--- src/rtl/button_event.sv ---
// button_event: turns a debounced button level into discrete events.
//   press / release_strobe : one-cycle strobes on the press and release edges
//   long_press             : one-cycle strobe once the hold reaches LONG_CYCLES
//   repeat_strobe          : auto-repeat strobe every REPEAT_CYCLES while long-pressed
//   held                   : registered pressed level
//   press_count            : wrapping count of presses
// The release and repeat strobes carry a _strobe suffix because "release" and
// "repeat" are reserved words in SystemVerilog.
// Optional feature macro: BUTTON_EVENT_REPEAT_EN (auto-repeat). When it is not
// defined, repeat_strobe stays 0 and the hold counter is frozen in LONG.
module button_event #(
    parameter int LONG_CYCLES   = 16,
    parameter int REPEAT_CYCLES = 4,
    parameter int CNT_W         = 8,
    parameter int PRESS_W       = 8
) (
    input  logic               clock,
    input  logic               reset,
    input  logic               signal,
    output logic               press,
    output logic               release_strobe,
    output logic               long_press,
    output logic               repeat_strobe,
    output logic               held,
    output logic [PRESS_W-1:0] press_count
);

    typedef enum logic [1:0] {
        IDLE    = 2'd0,
        PRESSED = 2'd1,
        LONG    = 2'd2
    } state_t;

    // Counter value at which the hold turns into a long press.
    localparam logic [CNT_W-1:0] LONG_LAST = CNT_W'(LONG_CYCLES - 1);
`ifdef BUTTON_EVENT_REPEAT_EN
    // Counter value at which a repeat strobe fires in LONG.
    localparam logic [CNT_W-1:0] REP_LAST  = CNT_W'(REPEAT_CYCLES - 1);
`endif
    localparam logic [CNT_W-1:0]   CNT_ZERO   = {CNT_W{1'b0}};
    localparam logic [CNT_W-1:0]   CNT_ONE    = {{(CNT_W-1){1'b0}}, 1'b1};
    localparam logic [PRESS_W-1:0] PRESS_ZERO = {PRESS_W{1'b0}};
    localparam logic [PRESS_W-1:0] PRESS_ONE  = {{(PRESS_W-1){1'b0}}, 1'b1};

    state_t             state_r;
    state_t             state_s;
    logic [CNT_W-1:0]   hold_cnt_r;
    logic [CNT_W-1:0]   hold_cnt_s;
    logic               sig_q;
    logic               press_s;
    logic               release_s;
    logic               long_s;
    logic               repeat_s;
    logic               held_s;
    logic [PRESS_W-1:0] press_count_s;

    // Next-state, hold counter and strobe decode; every strobe defaults low so
    // none can last more than one cycle, and a release always wins a collision.
    always_comb begin
        state_s       = state_r;
        hold_cnt_s    = hold_cnt_r;
        press_s       = 1'b0;
        release_s     = 1'b0;
        long_s        = 1'b0;
        repeat_s      = 1'b0;
        press_count_s = press_count;
        case (state_r)
            IDLE: begin
                // sig_q is 0 after reset, so a level held through reset
                // still produces a press at the first edge that sees it.
                if (signal && !sig_q) begin
                    state_s       = PRESSED;
                    hold_cnt_s    = CNT_ZERO;
                    press_s       = 1'b1;
                    press_count_s = press_count + PRESS_ONE;
                end else begin
                    state_s = IDLE;
                end
            end
            PRESSED: begin
                if (!signal) begin
                    state_s   = IDLE;
                    release_s = 1'b1;
                end else if (hold_cnt_r == LONG_LAST) begin
                    state_s    = LONG;
                    hold_cnt_s = CNT_ZERO;
                    long_s     = 1'b1;
                end else begin
                    hold_cnt_s = hold_cnt_r + CNT_ONE;
                end
            end
            LONG: begin
                if (!signal) begin
                    state_s   = IDLE;
                    release_s = 1'b1;
                end else begin
`ifdef BUTTON_EVENT_REPEAT_EN
                    if (hold_cnt_r == REP_LAST) begin
                        hold_cnt_s = CNT_ZERO;
                        repeat_s   = 1'b1;
                    end else begin
                        hold_cnt_s = hold_cnt_r + CNT_ONE;
                    end
`else
                    hold_cnt_s = hold_cnt_r;
`endif
                end
            end
            default: begin
                state_s    = IDLE;
                hold_cnt_s = CNT_ZERO;
            end
        endcase
        held_s = (state_s != IDLE);
    end

    // State, counters and all outputs are registered; reset aborts any hold
    // without emitting a release.
    always_ff @(posedge clock) begin
        if (reset) begin
            state_r        <= IDLE;
            hold_cnt_r     <= CNT_ZERO;
            sig_q          <= 1'b0;
            press          <= 1'b0;
            release_strobe <= 1'b0;
            long_press     <= 1'b0;
            repeat_strobe  <= 1'b0;
            held           <= 1'b0;
            press_count    <= PRESS_ZERO;
        end else begin
            state_r        <= state_s;
            hold_cnt_r     <= hold_cnt_s;
            sig_q          <= signal;
            press          <= press_s;
            release_strobe <= release_s;
            long_press     <= long_s;
            repeat_strobe  <= repeat_s;
            held           <= held_s;
            press_count    <= press_count_s;
        end
    end

endmodule

--- config.mk ---
export PLATFORM = sky130hd
export DESIGN_NAME = button_event
export DESIGN_NICKNAME = d
export VERILOG_FILES = /design/src/rtl/button_event.sv
export SDC_FILE = /design/constraint.sdc
export NUM_CORES = 1
export LEC_CHECK = 0
export CORE_MARGIN = 5
export CORE_UTILIZATION = 52
export DETAILED_ROUTE_END_ITERATION = 10
export GPL_TIMING_DRIVEN = 0
export HOLD_SLACK_MARGIN = 0.12
export PLACE_DENSITY = 0.77
export SYNTH_ARGS = -nofsm -noshare
export SYNTH_HDL_FRONTEND = slang
export SYNTH_SLANG_ARGS = --single-unit
--- constraint.sdc ---
create_clock -name clock -period 2.3 [get_ports clock]
set_input_delay 0.46 -clock clock [delete_from_list [all_inputs] [get_ports clock]]
set_output_delay 0.46 -clock clock [all_outputs]
set_load 0.02 [all_outputs]
==> key figures, run 1 <==
Status
  – Outcome: completed

Global routing
  – Gr ovfl total: 0
  – Number of global-route vias before repair: 842
  – Initial antenna violation count: 0
  – First-pass GRT wire length: 3610 um
  – Largest net degree at the start of global routing: 14
  – GRT Total Usage: 13.9%

Floorplan
  – Die height: 55.2 um
  – Rows: 16
  – I/O pin total: 16
  – Die width: 55.2 um
  – Die area: 3050 sq um
  – Core region area: 1960 sq um
  – Initial Util: 54.2%

Placement
  – PortBufs: 14
  – Placed Area: 1240 sq um
  – RePlAce Congestion: 0.813
  – DP Worst Slack: 0.190 ns
  – Post-detail-place hpwl: 1430 um

Setup path
  – Crit Path Max Fanout: 7
  – Worst r2r src: state_r[1]
  – Reg2reg end: hold_cnt_r[6]
  – Slowest stage cell on the critical path: clkdlybuf4s50_1
  – Kind of critical path: register to output pin
  – Critical Path AT: 1.41 ns
  – CP required: 1.84 ns
  – Crit path max-delay family: buffers and inverters
  – Buf/Inv on CP: 1
  – Critical path launch point type: register
  – Crit. End Element: output pin
  – R2R setup slack: 0.52 ns
  – Reg2Reg Depth: 6
  – Crit path cell chain: clkdlybuf4s50_1
  – Max incr delay on CP: 0.65 ns

Finish
  – Ant diodes: 0
  – Layout fillers: 182
  – Area Growth Syn to Fin: 18.9%
  – NumNets Final: 143
  – Fin area: 1260 sq um
  – Share of cells above drive strength 1: 7.52%

Min path
  – Origin of the worst min-delay path: hold_cnt_r[1]
  – Hold Path Class: register to register
  – Hold Crit Depth: 2
  – Hold endpoint: hold_cnt_r[1]

Timing
  – Final setup viols: 0
  – Max Freq: 535 MHz
  – Pins Over Slew Limit: 0
  – Clock skew: 0.00279 ns
  – Fin Setup TNS: 0 ns
  – RSZ-0062 raised after global routing: false
  – Setup ws final: 0.433 ns
  – Minimum clock period: 1.87 ns
  – Final hold vios: 0
  – Final period utilization: 81.2%

Pwr
  – Max VDD drop: 0.318 mV
  – Total power: 665 uW
  – Leakage: 0.474 nW
  – PwrDens: 526 nW/um^2

Job
  – Max-cap violations: 0

Logic synthesis
  – Top-area cell type share of the netlist area: 43.3%
  – Mapped cell area: 1060 sq um
  – Register area share after synthesis: 43.3%
  – Syn nets: 124
  – Most used DFF post-synth: dfxtp_1
  – Area contributors post-synth: dfxtp_1 43%, ha_1 7.1%, xor2_1 6.6%
  – Syn Inst Count: 115
  – Async S/R FF share, synth: 0%
  – Most frequent cell after synthesis: dfxtp_1
  – Register bit total from synthesis: 23
  – Syn avg cell area: 9.25 sq um
  – Synth area leader: dfxtp_1
  – Number of synthesis warnings: 0
  – Most frequent cells after synthesis: 23 x dfxtp_1, 13 x nor2_1, 8 x xor2_1
  – Synth cell types: 35
  – Post-synth EDFFs: 0

Drt
  – Drt pass-1 iters: 4
  – Vias after detailed routing: 825
  – Routed WL: 1880 um
  – Remaining antenna violation count after routing: 0
  – Routed len/inst: 11.7 um
  – Drt drc: 0
  – Vias per cell: 5.16
  – DR iter-0 viols: 19

Clocking
  – Clock insertion delay at the later pin of the skew report: 0.30 ns
  – Post-CTS setup buffers: 0
  – Hold buffers post-CTS: 0
  – Clock buffer depth: 2
  – Root Buffer: clkbuf_4
  – Post-cts gate resize count: 0
  – H-Tree Depth: 1
  – CTS sink count: 23
  – CTS tree: built
  – Num CTS Buffers: 3
  – CTS clk-pin slew, worst paths: 0.12 ns
==> worst max path at each step <==
stage / start / endpoint / slack [ns] / cells after the start
final: press_count[3] / press_count[3] / 0.43 / 1
after global routing: state_r[0] / hold_cnt_r[7] / 0.36 / 6
after CTS: press_count[3] / press_count[3] / 0.43 / 1
after floorplan: state_r[0] / held / 0.69 / 6
after global placement: signal / hold_cnt_r[4] / 0.22 / 5
after detailed placement: signal / hold_cnt_r[3] / 0.19 / 5
==> where the power goes <==
group          leakage [nW]  total (mW)  internal [mW]  switching (mW)
Clock                0.0177       0.179         0.0647           0.114
Combinational         0.270      0.0712         0.0309          0.0403
Sequential            0.186       0.415          0.407         0.00812
Total                 0.474       0.665          0.503           0.162
==> cell families (layout without fill, tap and decap cells) <==
family | Yosys count | count (layout) | synth area share [%]
xor gates and xnor gates | 11 | 11 | 9.06
AOI/OAI and AO/OA | 22 | 22 | 14.6
DFF | 23 | 23 | 43.3
and+or+nand+nor | 44 | 44 | 22.5
other | 1 | 1 | 0.353
buffers and inverters | 8 | 26 | 3.18
adders and majority gates | 6 | 6 | 7.06
==> per-stage QoR <==
stage                     hold slack, ns  std cells  utilization [%]
after global placement             0.473        156             63.1
final                              0.502        160             64.5
after detailed placement           0.478        156             63.1
after floorplan                    0.453        115                -
after CTS                          0.497        160             64.5
after global routing               0.539        160             64.5
==> metal layers <==
metal / vias to the layer above / part of all wire (%) / track usage [%]
met5: - / 0 / 0
met4: 0 / 0.69 / 3.82
met3: 2 / 3.7 / 3.96
met2: 11 / 45 / 23.0
met1: 373 / 51 / 17.7
li1: 439 / - / -
==> placed cells by master (no fill, tap or decap), types with 5 or more instances in the layout <==
master	Yosys	layout
xor2_1	8	8
a21oi_1	5	5
ha_1	6	6
nand4_1	5	5
nand2_1	6	6
dfxtp_1	23	23
nor2_1	13	13
clkdlybuf4s50_1	0	14
inv_1	5	5
o21ai_0	5	5
==> state kept, by name, summed over array words and instances, names as in the netlist <==
| signal | count |
|---|---|
| hold_cnt_r | 8 |
| press_count | 8 |
| state_r | 2 |
| held | 1 |
| long_press | 1 |
| press | 1 |
| release_strobe | 1 |
| sig_q | 1 |
==> final cells by class <==
class | instances | area (sq um) | share of cell area, %
Multi-Input combinational cell | 84 | 569 | 45.0
Sequential cell | 23 | 460 | 36.4
Timing Repair Buffer | 14 | 140 | 11.1
Tap cell | 27 | 33.8 | 2.67
Clock buffer | 3 | 22.5 | 1.78
Inverter | 5 | 18.8 | 1.48
Buffer | 3 | 15.0 | 1.19
Clock inverter | 1 | 5.00 | 0.396
Power figures use the tool's default switching activity.
==> run 2, diff against run 1 <==
Settings changed: CORE_UTILIZATION 52 to 47, PLACE_DENSITY 0.77 to 0.74.
Clock period 2.3 ns to 1.5 ns, I/O delays scaled along.
==> run 2 against run 1 <==
Net effect: non-clock buffer count rose by 6; clock power increased by 54%; first-iteration DRC count shrank 53%; power rose by 58%; sequential cell count did not move.
==> key figures, run 2 (same netlist as run 1, synthesis figures left out) <==
Status
  – Outcome: completed

Clocking
  – CTS sink count: 23
  – CTS clk-pin slew, worst paths: 0.12 ns
  – Hold buffers post-CTS: 0
  – Clock buffer depth: 2
  – H-Tree Depth: 1
  – Num CTS Buffers: 3
  – CTS tree: built
  – Clock insertion delay at the later pin of the skew report: 0.30 ns
  – Root Buffer: clkbuf_4

Setup path
  – Crit Path Max Fanout: 6
  – Kind of critical path: register to register
  – Reg2Reg Depth: 6
  – Crit. End Element: register
  – CP required: 1.73 ns
  – Critical Path AT: 1.71 ns
  – CP startpoint: state_r[1]
  – Critical path launch point type: register
  – Worst r2r src: state_r[1]

Placement
  – RePlAce Congestion: 0.809
  – Placed insts: 157
  – PortBufs: 14

Global routing
  – Largest net degree at the start of global routing: 13
  – First-pass GRT wire length: 3760 um
  – Number of global-route vias before repair: 874
  – Gr ovfl total: 0
  – GRT Total Usage: 14.2%
  – Initial antenna violation count: 0

Finish
  – Ant diodes: 0
  – Biggest regs: hold_cnt_r x8, press_count x8, state_r x2
  – Area Growth Syn to Fin: 33.1%
  – Leading cell type in the layout, fill and taps excluded: dfxtp_1
  – Post-Layout Cell Count: 167
  – NumNets Final: 149
  – Share of cells above drive strength 1: 25.9%
  – Leading cell types in the layout, fill and taps excluded: 17 x dfxtp_1, 13 x nor2_1, 12 x dlygate4sd2_1, 8 x xor2_1

Floorplan
  – I/O pin total: 16
  – Die width: 57.6 um
  – Rows: 17
  – Core region area: 2190 sq um
  – Initial Util: 48.5%
  – Die area: 3310 sq um
  – Die height: 57.6 um

Timing
  – RSZ-0062 raised after global routing: true
  – Max Freq: 676 MHz
  – Final period utilization: 98.6%
  – Clock skew: 0.00337 ns
  – Final hold vios: 0
  – Pins Over Slew Limit: 0
  – Final setup viols: 0
  – Fin Setup TNS: 0 ns
  – Minimum clock period: 1.48 ns

Pwr
  – PwrDens: 743 nW/um^2
  – Leakage: 0.588 nW
  – Max VDD drop: 0.625 mV

Drt
  – Routed len/inst: 13.4 um
  – DR iter-0 viols: 9
  – Vias after detailed routing: 876
  – Drt drc: 0
  – Routed WL: 2240 um
  – Remaining antenna violation count after routing: 0
  – Vias per cell: 5.25
  – Drt pass-1 iters: 4

Min path
  – Hold Path Class: primary input to register
  – Hold Crit Depth: 2
  – Origin of the worst min-delay path: signal

Job
  – Max-cap violations: 0
-- run 2: changes by cell type in the layout (fill, tap and decap cells not counted), sizes merged --
cell / before / now
dlymetal6s2s: 0 / 1
clkinv: 1 / 0
clkdlybuf4s50: 14 / 1
buf: 1 / 8
dlygate4sd2: 0 / 12
-- run 2: report_power, final --
part           switching (mW)  leakage (nW)  internal (mW)
sequential             0.0123         0.189          0.625
combinational          0.0744         0.384         0.0642
clock                   0.172        0.0150          0.104
-- run 2: layer usage --
layer	vias to the layer above	GRT usage (%)	wire, um	part of all wire (%)
li1	451	-	-	-
met1	407	16.7	958	43
met2	14	24.7	1190	53
met3	4	2.49	59	2.6
met4	0	6.62	31	1.4
met5	-	0	0	0
-- run 2: critical path: stages (launching register included) --
cell and delay [ns]:
dfxtp_2 0.36, buf_4 0.14, ha_1 0.22, inv_2 0.15, o21ai_4 0.09, or3_1 0.32, a21oi_1 0.13
-- run 2: stage by stage --
stage                     instance area, sq um  utilization (%)  power, mW  setup WS, ns  hold slack (ns)
after detailed placement                  1250             57.2      0.763        -0.440            0.491
final                                     1420             64.6       1.05        0.0215            0.284
after floorplan                           1080                -      0.724       0.00364            0.373
after global placement                    1250             57.2      0.761        -0.411            0.470
after CTS                                 1350             61.8       1.05       0.00861            0.490
after global routing                      1420             64.6       1.10       -0.0510            0.307
-- run 2: final timing paths --
| kind | endpoint | slack [ns] |
|---|---|---|
| worst max register to register | hold_cnt_r[7] | 0.02 |
| worst max-delay path | hold_cnt_r[7] | 0.02 |
| worst min register to register | hold_cnt_r[1] | 0.49 |
| worst min-delay path | release_strobe | 0.28 |
-- run 2: final cells by class --
class / count / area (sq um)
Inverter: 5 / 21.3
Timing Repair Buffer: 21 / 188
Buffer: 2 / 11.3
Clock buffer: 4 / 26.3
Sequential cell: 23 / 468
Fill cell: 193 / 776
Multi-Input combinational cell: 84 / 666
Tap cell: 28 / 35.0
-- run 2: timing repair --
action	in CTS	in global routing
gates resized for setup	25	16
buffers inserted	6	1
pin swaps	3	15
endpoints found under the setup margin	22	11
==> run 3, diff against run 2 <==
Settings changed: CORE_MARGIN 5 to unset, RECOVER_POWER set to 25, SKIP_CTS_REPAIR_TIMING set to 1.
==> run 3 against run 2 <==
Net effect: critical path type unchanged; cell area grew 6.5%; count of clock-buffer cells in the layout unchanged; critical endpoint is now hold_cnt_r[6]; sequential power about the same; worst hold slack improved by 0.20 ns; the run now ends with negative setup slack left.
==> key figures, run 3 (same netlist as run 1, synthesis figures left out) <==
Finish
  – Layout fillers: 165
  – Share of cells above drive strength 1: 26.5%
  – Reg area: 465 sq um
  – Area occupied by multi-input gates: 657 sq um
  – Biggest regs: hold_cnt_r x8, press_count x8, state_r x2
  – Area Growth Syn to Fin: 41.6%
  – Ant diodes: 0
  – NumNets Final: 157
  – Post-Layout Cell Count: 174
  – Leading cell types in the layout, fill and taps excluded: 19 x dfxtp_1, 13 x nor2_1, 13 x buf_4, 12 x dlymetal6s2s_1, 8 x xor2_1
  – Leading cell type in the layout, fill and taps excluded: dfxtp_1

Clocking
  – Clock buffer depth: 2
  – Clock insertion delay at the later pin of the skew report: 0.30 ns
  – Num CTS Buffers: 3
  – CTS tree: built
  – Root Buffer: clkbuf_4
  – CTS sink count: 23
  – CTS clk-pin slew, worst paths: 0.12 ns
  – H-Tree Depth: 1

Drt
  – Remaining antenna violation count after routing: 0
  – Routed WL: 2340 um
  – Drt drc: 0
  – DR iter-0 viols: 2
  – Vias per cell: 5.33
  – Routed len/inst: 13.4 um
  – Drt pass-1 iters: 4
  – Vias after detailed routing: 927

Setup path
  – Critical Path AT: 1.73 ns
  – Crit Path Max Fanout: 6
  – Crit. End Element: register
  – Kind of critical path: register to register
  – Reg2Reg Depth: 8
  – Critical path launch point type: register
  – CP required: 1.70 ns

Timing
  – Minimum clock period: 1.52 ns
  – Max Freq: 657 MHz
  – Fin Hold WS: 0.481 ns
  – Final setup viols: 6
  – Clock skew: 0.00275 ns
  – Setup ws final: -0.0227 ns
  – Pins Over Slew Limit: 0
  – Final period utilization: 102%
  – RSZ-0062 raised after global routing: true
  – Final hold vios: 0

Floorplan
  – Die height: 49.6 um
  – I/O pin total: 16
  – Rows: 16
  – Die area: 2460 sq um
  – Initial Util: 52.1%
  – Core region area: 2040 sq um
  – Die width: 49.6 um

Placement
  – Placed insts: 156
  – Post-detail-place hpwl: 1550 um
  – PortBufs: 14
  – RePlAce Congestion: 0.793

Min path
  – Hold Crit Depth: 2
  – Hold Path Class: register to register

Pwr
  – Leakage: 0.780 nW
  – Max VDD drop: 0.526 mV
  – Total power: 1.08 mW
  – PwrDens: 714 nW/um^2

Status
  – Failing checks: negative setup slack
  – Outcome: complete, but fails checks

Global routing
  – Initial antenna violation count: 0
  – Largest net degree at the start of global routing: 13
  – First-pass GRT wire length: 3510 um
  – Gr ovfl total: 0
  – Number of global-route vias before repair: 821
  – GRT Total Usage: 18.1%

Job
  – Max-cap violations: 0
## run 3: path summary, 6_finish.rpt
kind | end | startpoint | slack, ns
setup reg to reg | hold_cnt_r[6] | state_r[1] | -0.02
setup / recovery | hold_cnt_r[6] | state_r[1] | -0.02
hold / removal | hold_cnt_r[1] | hold_cnt_r[1] | 0.48
hold reg to reg | hold_cnt_r[1] | hold_cnt_r[1] | 0.48
## run 3: metal layers
layer | vias up | share of wire, % | track usage (%)
met4 | 0 | 1.7 | 5.71
met5 | - | 0 | 0
met2 | 18 | 54 | 32.4
met1 | 438 | 42 | 22.0
met3 | 4 | 2.7 | 2.78
li1 | 467 | - | -
## run 3: critical path: stages (launching register included)
cell	delay, ns
dfxtp_2	0.38
inv_2	0.06
buf_6	0.11
ha_4	0.17
nor2_4	0.18
o21ai_4	0.10
buf_6	0.13
o21bai_4	0.21
nor2_1	0.08
## run 3: final cells by class
cell class                      count  area share, %
Multi-Input combinational cell     84           43.6
Buffer                              2          0.748
Timing Repair Buffer               29           19.5
Sequential cell                    23           30.9
Inverter                            5           1.25
Tap cell                           27           2.24
Clock buffer                        4           1.74
## run 3: stage by stage
step / instance area, sq um / util (%) / setup TNS [ns] / worst slack, ns
6_report: 1510 / 73.8 / -0.0780 / -0.0227
3_3_place_gp: 1250 / 61.3 / -4.06 / -0.420
3_5_place_dp: 1250 / 61.3 / -4.50 / -0.445
5_1_grt: 1510 / 73.8 / -0.588 / -0.128
2_1_floorplan: 1080 / - / 0 / 0.00364
4_1_cts: 1280 / 62.6 / -3.17 / -0.270
## run 3: report_power, final
part	switching [mW]	internal, mW
registers	0.0116	0.625
clock network	0.173	0.104
logic	0.0793	0.0836
